**config.mk**
```make
export PLATFORM = sky130hd
export DESIGN_NAME = serial_rca
export DESIGN_NICKNAME = d
export VERILOG_FILES = /design/src/rtl/serial_rca.sv
export SDC_FILE = /design/constraint.sdc
export NUM_CORES = 1
export LEC_CHECK = 0
export ABC_AREA = 1
export CORE_MARGIN = 2
export CORE_UTILIZATION = 41
export CTS_CLUSTER_SIZE = 40
export DETAILED_ROUTE_END_ITERATION = 7
export DONT_BUFFER_PORTS = 1
export MAX_ROUTING_LAYER = met4
export PLACE_DENSITY = 0.57
export SYNTH_ARGS = -nofsm -noshare
export SYNTH_HDL_FRONTEND = slang
export SYNTH_SLANG_ARGS = --single-unit
```
**constraint.sdc**
```tcl
create_clock -name clk -period 1.75 [get_ports clk]
set_input_delay 0.2625 -clock clk [delete_from_list [all_inputs] [get_ports clk]]
set_output_delay 0.2625 -clock clk [all_outputs]
set_load 0.05 [all_outputs]
```
**src/rtl/serial_rca.sv**
```systemverilog
// Digit-serial ripple-carry adder: WIDTH-bit add, DIGIT bits per clock, LSB digit first.
// Optional subtract mode (a - b - c_in) when RCA_SUB_EN is defined.
module serial_rca #(
    parameter int unsigned WIDTH = 8,
    parameter int unsigned DIGIT = 1
) (
    input  logic             clk,
    input  logic             rst,
    input  logic             start,
    input  logic [WIDTH-1:0] a,
    input  logic [WIDTH-1:0] b,
    input  logic             c_in,
    input  logic             sub,
    output logic             busy,
    output logic             done,
    output logic [WIDTH-1:0] s,
    output logic             c_out,
    output logic             ovf
);

    localparam int unsigned N     = (DIGIT == 0) ? 1 : WIDTH / DIGIT;
    localparam int unsigned CNT_W = (N > 1) ? $clog2(N) : 1;

    if (WIDTH < 1 || DIGIT < 1 || DIGIT > WIDTH || (WIDTH % DIGIT) != 0) begin : g_bad_cfg
        $error("serial_rca: illegal WIDTH/DIGIT combination");
    end

    typedef enum logic [1:0] {IDLE, RUN, DONE} state_t;

    state_t             state_q, state_d;
    logic [CNT_W-1:0]   cnt_q, cnt_d;
    logic [WIDTH-1:0]   a_q, a_d;
    logic [WIDTH-1:0]   b_q, b_d;
    logic [WIDTH-1:0]   acc_q, acc_d;
    logic               carry_q, carry_d;
    logic [WIDTH-1:0]   s_q, s_d;
    logic               c_out_q, c_out_d;
    logic               ovf_q, ovf_d;
    logic               busy_q, busy_d;
    logic               done_q, done_d;

    logic [WIDTH-1:0]   b_eff_c;
    logic               cin_eff_c;
    logic [DIGIT-1:0]   dsum_c;
    logic               ripple_c;
    logic               msb_cin_c;

    // Subtract is folded into operand capture: a + ~b + ~c_in.
`ifdef RCA_SUB_EN
    assign b_eff_c   = sub ? ~b : b;
    assign cin_eff_c = c_in ^ sub;
`else
    logic sub_unused;
    assign sub_unused = sub;
    assign b_eff_c    = b;
    assign cin_eff_c  = c_in;
`endif

    // One DIGIT-wide chain of full adders on the low slice of the operand shifters.
    always_comb begin
        ripple_c  = carry_q;
        msb_cin_c = carry_q;
        dsum_c    = '0;
        for (int i = 0; i < int'(DIGIT); i++) begin
            msb_cin_c = ripple_c;
            dsum_c[i] = a_q[i] ^ b_q[i] ^ ripple_c;
            ripple_c  = (a_q[i] & b_q[i]) | (ripple_c & (a_q[i] ^ b_q[i]));
        end
    end

    always_comb begin
        state_d = state_q;
        cnt_d   = cnt_q;
        a_d     = a_q;
        b_d     = b_q;
        acc_d   = acc_q;
        carry_d = carry_q;
        s_d     = s_q;
        c_out_d = c_out_q;
        ovf_d   = ovf_q;
        done_d  = 1'b0;

        case (state_q)
            IDLE, DONE: begin
                if (start) begin
                    a_d     = a;
                    b_d     = b_eff_c;
                    carry_d = cin_eff_c;
                    cnt_d   = '0;
                    acc_d   = '0;
                    state_d = RUN;
                end else begin
                    state_d = IDLE;
                end
            end
            RUN: begin
                a_d     = a_q >> DIGIT;
                b_d     = b_q >> DIGIT;
                carry_d = ripple_c;
                acc_d   = (acc_q >> DIGIT) | (WIDTH'(dsum_c) << (WIDTH - DIGIT));
                cnt_d   = cnt_q + CNT_W'(1);
                if (cnt_q == CNT_W'(N - 1)) begin
                    s_d     = acc_d;
                    c_out_d = ripple_c;
                    ovf_d   = msb_cin_c ^ ripple_c;
                    done_d  = 1'b1;
                    state_d = DONE;
                end
            end
            default: state_d = IDLE;
        endcase

        busy_d = (state_d == RUN);
    end

    always_ff @(posedge clk) begin
        if (rst) begin
            state_q <= IDLE;
            cnt_q   <= '0;
            a_q     <= '0;
            b_q     <= '0;
            acc_q   <= '0;
            carry_q <= 1'b0;
            s_q     <= '0;
            c_out_q <= 1'b0;
            ovf_q   <= 1'b0;
            busy_q  <= 1'b0;
            done_q  <= 1'b0;
        end else begin
            state_q <= state_d;
            cnt_q   <= cnt_d;
            a_q     <= a_d;
            b_q     <= b_d;
            acc_q   <= acc_d;
            carry_q <= carry_d;
            s_q     <= s_d;
            c_out_q <= c_out_d;
            ovf_q   <= ovf_d;
            busy_q  <= busy_d;
            done_q  <= done_d;
        end
    end

    assign busy  = busy_q;
    assign done  = done_q;
    assign s     = s_q;
    assign c_out = c_out_q;
    assign ovf   = ovf_q;

endmodule

```
==> results of run 1 <==
-- metal layers --
| metal | wire [um] | track usage, % | vias to the layer above |
|---|---|---|---|
| met5 | 0 | - | - |
| met4 | 79 | 7.69 | 0 |
| met3 | 221 | 4.07 | 9 |
| met2 | 1380 | 20.5 | 37 |
| met1 | 1720 | 21.8 | 605 |
| li1 | - | - | 727 |
-- cells in the final DEF, fill, tap and decap left out --
| cell | n |
|---|---|
| sky130_fd_sc_hd__nand2_1 | 42 |
| sky130_fd_sc_hd__dfxtp_1 | 41 |
| sky130_fd_sc_hd__nand3_1 | 35 |
| sky130_fd_sc_hd__nor2_1 | 33 |
| sky130_fd_sc_hd__inv_1 | 20 |
| sky130_fd_sc_hd__a21oi_1 | 15 |
| sky130_fd_sc_hd__nor3_2 | 8 |
| sky130_fd_sc_hd__nor3_1 | 6 |
| sky130_fd_sc_hd__clkbuf_8 | 6 |
| sky130_fd_sc_hd__buf_4 | 4 |
| sky130_fd_sc_hd__inv_2 | 3 |
| sky130_fd_sc_hd__o21ai_0 | 3 |
| sky130_fd_sc_hd__nand2_4 | 2 |
| sky130_fd_sc_hd__ha_1 | 2 |
| sky130_fd_sc_hd__inv_4 | 1 |
| sky130_fd_sc_hd__nand2_2 | 1 |
| sky130_fd_sc_hd__nor2_2 | 1 |
| sky130_fd_sc_hd__or2_2 | 1 |
| sky130_fd_sc_hd__nand3_2 | 1 |
| sky130_fd_sc_hd__nand3b_1 | 1 |
| sky130_fd_sc_hd__xnor2_1 | 1 |
| sky130_fd_sc_hd__fa_1 | 1 |
| sky130_fd_sc_hd__clkinv_4 | 1 |
| sky130_fd_sc_hd__clkinv_2 | 1 |
-- power by group through the flow --
stage,Combinational [W],Clock [W],Sequential (W)
floorplan,0.000201,0,0.00103
global placement,0.000217,0,0.00103
detailed placement,0.000219,0,0.00103
CTS,0.000219,0.000671,0.00101
global route,0.000250,0.000719,0.00102
finish,0.000216,0.000655,0.00101
-- layout make-up --
class / instances / area, um2
Clock inverter: 2 / 13.8
Multi-Input combinational cell: 153 / 769
Inverter: 24 / 92.6
Sequential cell: 41 / 821
Fill cell: 426 / 2210
Clock buffer: 6 / 82.6
Timing Repair Buffer: 4 / 30.0
Tap cell: 50 / 62.6
-- registers in the layout (all words and copies together) (netlist names) --
name / flops
c_out: 1
s: 8
done: 1
cnt_q: 3
acc_q: 7
b_q: 8
busy: 1
ovf: 1
state_q: 2
carry_q: 1
a_q: 8
-- worst max path at each step --
stage | start | endpoint | slack (ns) | depth (start not counted)
floorplan | a_q[0]$_SDFFE_PP0P_ | acc_q[7]$_SDFFE_PP0P_ | 0.47 | 4
global placement | state_q[1]$_SDFF_PP0_ | busy$_SDFF_PP0_ | 0.35 | 5
detailed placement | cnt_q[0]$_SDFFE_PP0P_ | ovf$_SDFFE_PP0P_ | 0.34 | 6
CTS | state_q[1]$_SDFF_PP0_ | busy$_SDFF_PP0_ | 0.33 | 5
global route | state_q[1]$_SDFF_PP0_ | busy$_SDFF_PP0_ | 0.18 | 5
finish | state_q[1]$_SDFF_PP0_ | busy$_SDFF_PP0_ | 0.33 | 5
-- through the flow --
| stage | setup WS [ns] | total power [W] | utilization, % |
|---|---|---|---|
| floorplan | 0.465 | 0.00123 | - |
| global placement | 0.349 | 0.00125 | 43.4 |
| detailed placement | 0.344 | 0.00125 | 43.4 |
| CTS | 0.326 | 0.00190 | 45.8 |
| global route | 0.176 | 0.00199 | 45.8 |
| finish | 0.332 | 0.00188 | 45.8 |
-- worst max-delay path: stages (launching register included) --
cell and delay, ns:
sky130_fd_sc_hd__dfxtp_1 0.33, sky130_fd_sc_hd__inv_2 0.23, sky130_fd_sc_hd__nand2_2 0.26, sky130_fd_sc_hd__nand2_4 0.27
sky130_fd_sc_hd__nand2_1 0.09, sky130_fd_sc_hd__a21oi_1 0.15
-- logic make-up (layout without fill, tap and decap cells) --
family / after synthesis / after routing / share of synthesized area [%]
AO/OA/AOI/OAI: 18 / 18 / 5.07
XOR/XNOR: 1 / 1 / 0.493
AND/OR/NAND/NOR: 131 / 131 / 35.2
flip-flops: 41 / 41 / 46.2
buffers and inverters: 37 / 36 / 10.4
adder cells (fa/ha/maj): 3 / 3 / 2.54
==> impl_results.rst, run 1 <==
.. list-table::
   :header-rows: 1

   * - Metric
     - Value
   * - Result of the run
     - complete, no violations
   * - Worst reg2reg startpoint
     - state_q[1]$_SDFF_PP0_
   * - Cell at the root of the clock tree
     - sky130_fd_sc_hd__clkbuf_8
   * - Post-layout min period
     - 1.42 ns
   * - WS Path Type
     - reg2reg
   * - Post-synthesis cell count
     - 231
   * - Post_cts resized
     - 0
   * - Height of the chip
     - 69.8 um
   * - Number of antenna diodes
     - 0
   * - Initial detailed-routing violation count
     - 74
   * - Post-synthesis average cell area
     - 7.69 um2
   * - Die Footprint
     - 4870 um2
   * - Class of the tightest hold or removal check
     - in2reg
   * - Setup-failing EPs final
     - 0
   * - Post-synth net total
     - 255
   * - Clock buffers created by TritonCTS
     - 5
   * - Rows
     - 23
   * - Die boundary width
     - 69.8 um
   * - GRT Total Usage
     - 15.6%
   * - Final Max Tran Viols
     - 0
   * - Hold Startpoint
     - rst
   * - Power share of the combinational group
     - 11.5%
   * - Total wirelength of the detailed-routed design
     - 3410 um
   * - Global-route wire length before repair
     - 5780 um
   * - Combined area of all synthesized cells
     - 1780 um2
   * - Hold endpoint
     - s[0]$_SDFFE_PP0P_
   * - Data arrival time at the worst-slack endpoint
     - 1.64 ns
   * - Capture instance of the worst register-to-register path
     - busy$_SDFF_PP0_
   * - CTS H-tree lvls
     - 2
   * - Async S/R FF share, synth
     - 0%
   * - Worst vdd ir
     - 0.420 mV
   * - Vias after detailed routing
     - 1378
   * - Cell Pwr Density
     - 1010 nW/um2
   * - Maximum fanout along the worst path
     - 17
   * - Setup repair after global routing missed its margin
     - false
   * - Final Hold Fails
     - 0
   * - Remaining antenna violation count after routing
     - 0
   * - Post-route insts no fill
     - 280
   * - Remaining DRCs
     - 0
   * - Length in cells of the worst reg-to-reg path
     - 5
   * - Final standard cell area without fillers
     - 1870 um2
   * - Reg2Reg Setup Slack
     - 0.33 ns
   * - Instance count along the most critical hold path
     - 1
   * - Fraction of the yosys area taken by sequential cells
     - 46.2%
   * - EDFF count, synth
     - 0
   * - # placed instances
     - 272
   * - Max Cap Violations
     - 0
   * - Switching power
     - 0.000504 W
   * - Area growth from synthesis to layout
     - 5.43%
   * - Post-CTS setup buffer count
     - 0
   * - Total number of clock tree sinks
     - 41
   * - Total I/O pin count
     - 33
   * - Largest net degree at the start of global routing
     - 20
   * - Switching fraction of total power
     - 26.8%
   * - Clock latency of the later-clocked register in the worst-skew pair
     - 0.30 ns
   * - Count of TritonRoute iterations in the first routing pass
     - 4
   * - Maximum clock skew at final layout
     - 0.0131 ns
   * - Mean routed wirelength per cell
     - 12.2 um
   * - CTS tree
     - built
   * - Number of distinct standard cells referenced by the synthesized netlist
     - 26
   * - Setup tns final
     - 0 ns
   * - Synth top area cells
     - sky130_fd_sc_hd__dfxtp_1 46%, sky130_fd_sc_hd__nand3_1 9.9%, sky130_fd_sc_hd__nand2_1 8.9%
   * - Post-layout nets
     - 253
   * - Area inside the core boundary
     - 4090 um2
   * - Dpl hpwl
     - 2240 um
   * - Startpoint class of the critical path
     - flop
   * - FF+latch count, synth
     - 41
   * - Clk buf depth
     - 2
   * - Period utilisation layout
     - 81.0%
   * - Number of warnings reported in the yosys synthesis log
     - 0
   * - Relative contribution of the clock network to total power
     - 34.8%
   * - Routability-driven placement congestion ratio
     - 0.693
   * - Placement-stage cell area
     - 1780 um2
   * - Critical Path Sink Type
     - flop
   * - Post-synth top area cell
     - sky130_fd_sc_hd__dfxtp_1
   * - Seq pwr share
     - 53.7%
   * - Via density per instance
     - 4.92
   * - Total leakage power
     - 0.794 nW
   * - Most used flip-flop cell after synthesis
     - sky130_fd_sc_hd__dfxtp_1
   * - Slew HR
     - 65.1%
   * - Proportion of layout cells with a drive suffix above 1
     - 13.0%
   * - Data required time of the critical path
     - 1.98 ns
   * - Fraction of synthesized cell area taken by the top area cell type
     - 46.2%
   * - Tightest Pin Transition
     - 0.523 ns
   * - Upper clock frequency limit
     - 705 MHz
   * - Starting density of the core
     - 43.4%
   * - Total grt overflow
     - 0
   * - Internal power of the cells
     - 0.00138 W
   * - Worst hold slack across all endpoints
     - 0.0196 ns
   * - Cell with the most instances after synthesis
     - sky130_fd_sc_hd__nand2_1
   * - Clock transition at the registers of the reported paths
     - 0.08 ns
   * - Number of global-route vias before repair
     - 1240
   * - CTS hold repair buffers
     - 0
   * - Antenna violations before repair
     - 0
   * - Most frequent cells after synthesis
     - 42 x sky130_fd_sc_hd__nand2_1, 41 x sky130_fd_sc_hd__dfxtp_1, 35 x sky130_fd_sc_hd__nand3_1
   * - Port Buf Inserts
     - 0
(Power assumes the default switching activity.)
==> run 2: changes to the inputs <==
--- a/config.mk
+++ b/config.mk
@@ -12,7 +12,7 @@
 export DETAILED_ROUTE_END_ITERATION = 7
 export DONT_BUFFER_PORTS = 1
 export MAX_ROUTING_LAYER = met4
-export PLACE_DENSITY = 0.57
+export PLACE_DENSITY = 0.59
 export SYNTH_ARGS = -nofsm -noshare
 export SYNTH_HDL_FRONTEND = slang
 export SYNTH_SLANG_ARGS = --single-unit
==> constraint.sdc (replaced) <==
create_clock -name clk -period 1.25 [get_ports clk]
set_input_delay 0.1875 -clock clk [delete_from_list [all_inputs] [get_ports clk]]
set_output_delay 0.1875 -clock clk [all_outputs]
set_load 0.05 [all_outputs]
==> run 2 against run 1 <==
Effect of this change:
- the run now ends with hold timing left
- final cell count increased by 7.5%
- largest power group unchanged
- combinational power increased by 57%
- count of clock-buffer cells in the layout decreased by 1
- global-route usage increased by 0.42 points
- sequential power increased by 41%
- first-iteration DRC count decreased by 38%
- fmax increased by 14%
- via count increased by 3.9%
- critical endpoint is now acc_q[7]$_SDFFE_PP0P_
==> impl_results.rst, run 2 (synthesis results as in run 1) <==
.. list-table::
   :header-rows: 1

   * - Metric
     - Value
   * - Tightest Pin Transition
     - 0.472 ns
   * - Most Crowded Layer GR
     - met1
   * - Cell at the root of the clock tree
     - sky130_fd_sc_hd__clkbuf_8
   * - Highest-count cells in the layout ignoring fill and taps
     - 41 x sky130_fd_sc_hd__nand2_1, 37 x sky130_fd_sc_hd__dfxtp_1, 34 x sky130_fd_sc_hd__nand3_1
   * - Number of antenna diodes
     - 0
   * - Worst hold slack across all endpoints
     - -0.0557 ns
   * - Critical Path Sink Type
     - flop
   * - Total number of clock tree sinks
     - 41
   * - CTS tree
     - built
   * - CTS H-tree lvls
     - 2
   * - Height of the chip
     - 69.8 um
   * - Clk buf depth
     - 2
   * - Via density per instance
     - 4.76
   * - Proportion of layout cells with a drive suffix above 1
     - 25.1%
   * - Number of global-route vias before repair
     - 1332
   * - Slew HR
     - 68.5%
   * - Vias after detailed routing
     - 1432
   * - Total grt overflow
     - 0
   * - Max Cap Violations
     - 0
   * - Die boundary width
     - 69.8 um
   * - Total leakage power
     - 0.919 nW
   * - Upper clock frequency limit
     - 803 MHz
   * - Maximum clock skew at final layout
     - 0.00753 ns
   * - WS Path Type
     - reg2reg
   * - Clock transition at the registers of the reported paths
     - 0.09 ns
   * - Mean routed wirelength per cell
     - 12.0 um
   * - Met2 GRT Util
     - 21.2%
   * - Startpoint class of the critical path
     - flop
   * - Remaining antenna violation count after routing
     - 0
   * - Post-layout nets
     - 274
   * - Class of the tightest hold or removal check
     - in2reg
   * - Data required time of the critical path
     - 1.49 ns
   * - Routability-driven placement congestion ratio
     - 0.753
   * - Port Buf Inserts
     - 0
   * - Area inside the core boundary
     - 4090 um2
   * - Data arrival time at the worst-slack endpoint
     - 1.48 ns
   * - Initial detailed-routing violation count
     - 46
   * - Period utilisation layout
     - 99.7%
   * - Area growth from synthesis to layout
     - 19.5%
   * - Total wirelength of the detailed-routed design
     - 3610 um
   * - Die Footprint
     - 4870 um2
   * - Clock buffers created by TritonCTS
     - 5
   * - Antenna violations before repair
     - 0
   * - Area used by multi-input combinational logic
     - 806 um2
   * - Remaining DRCs
     - 0
   * - Result of the run
     - finished with violations
   * - Setup-failing EPs final
     - 0
   * - Filler Cells Inserted
     - 404
   * - Setup repair after global routing missed its margin
     - true
   * - Largest net degree at the start of global routing
     - 18
   * - Final Hold Fails
     - 13
   * - Rows
     - 23
   * - Area occupied by registers
     - 826 um2
   * - Dpl hpwl
     - 2430 um
   * - Starting density of the core
     - 43.4%
   * - Met1 Resource Use GR
     - 22.5%
   * - Maximum fanout along the worst path
     - 2
   * - Met3 demand-to-capacity share in global routing
     - 4.36%
   * - Final Max Tran Viols
     - 0
   * - Final Util
     - 51.9%
   * - Post-layout min period
     - 1.25 ns
   * - Clock latency of the later-clocked register in the worst-skew pair
     - 0.30 ns
   * - Total power draw
     - 0.00303 W
   * - GRT Total Usage
     - 16.0%
   * - Violated checks
     - hold timing
   * - Most common cell after layout, fill and taps aside
     - sky130_fd_sc_hd__nand2_1
   * - Count of TritonRoute iterations in the first routing pass
     - 4
   * - Cell Pwr Density
     - 1430 nW/um2
   * - Total I/O pin count
     - 33
   * - Global-route wire length before repair
     - 6090 um
   * - Worst vdd ir
     - 0.646 mV
run 2: area by class of cell:
class	instances	area share, %
Sequential cell	41	38.9
Multi-Input combinational cell	153	38.0
Clock inverter	3	3.07
Clock buffer	5	3.24
Inverter	24	4.37
Tap cell	50	2.95
Timing Repair Buffer	25	9.44
run 2: timing repair:
action,CTS,global route
endpoints found under the hold margin,13,13
endpoints found under the setup margin,10,11
buffers inserted,0,0
pin swaps,3,2
resized for setup,7,7
run 2: critical path, cell delays in order, from the launching register on:
cell,delay (ns)
sky130_fd_sc_hd__dfxtp_2,0.34
sky130_fd_sc_hd__inv_2,0.04
sky130_fd_sc_hd__fa_2,0.47
sky130_fd_sc_hd__or2_4,0.24
sky130_fd_sc_hd__a21oi_2,0.10
run 2: final timing paths:
kind / startpoint / to / slack (ns) / depth (start not counted)
worst max-delay path: a_q[0]$_SDFFE_PP0P_ / acc_q[7]$_SDFFE_PP0P_ / 0.004 / 4
worst min-delay path: rst / acc_q[2]$_SDFFE_PP0P_ / -0.06 / 1
worst max register to register: a_q[0]$_SDFFE_PP0P_ / acc_q[7]$_SDFFE_PP0P_ / 0.004 / 4
worst min register to register: cnt_q[0]$_SDFFE_PP0P_ / cnt_q[0]$_SDFFE_PP0P_ / 0.44 / 1
run 2: routing by layer:
metal | vias to the layer above | routed length [um] | share of wire (%)
li1 | 767 | - | -
met1 | 633 | 1910 | 53
met2 | 26 | 1480 | 41
met3 | 6 | 157 | 4.3
met4 | 0 | 62 | 1.7
met5 | - | 0 | 0
run 2: through the flow:
step	area (um2)	setup slack (ns)	TNS [ns]	std cells	hold WS [ns]
floorplan	1780	0.0101	0	231	0.257
global placement	1950	-0.0359	-0.0359	293	0.258
detailed placement	1950	-0.0648	-0.184	293	0.260
CTS	2100	-0.0226	-0.0226	301	-0.0658
global route	2120	-0.0367	-0.0831	301	-0.0720
finish	2120	0.00400	0	301	-0.0557
run 2: where the power goes:
part | internal [W] | leakage (nW) | total (W) | switching [W]
Combinational | 0.000140 | 0.515 | 0.000340 | 0.000201
Clock | 0.000793 | 0.0681 | 0.00127 | 0.000472
Sequential | 0.00137 | 0.336 | 0.00142 | 0.0000468
Total | 0.00231 | 0.919 | 0.00303 | 0.000720
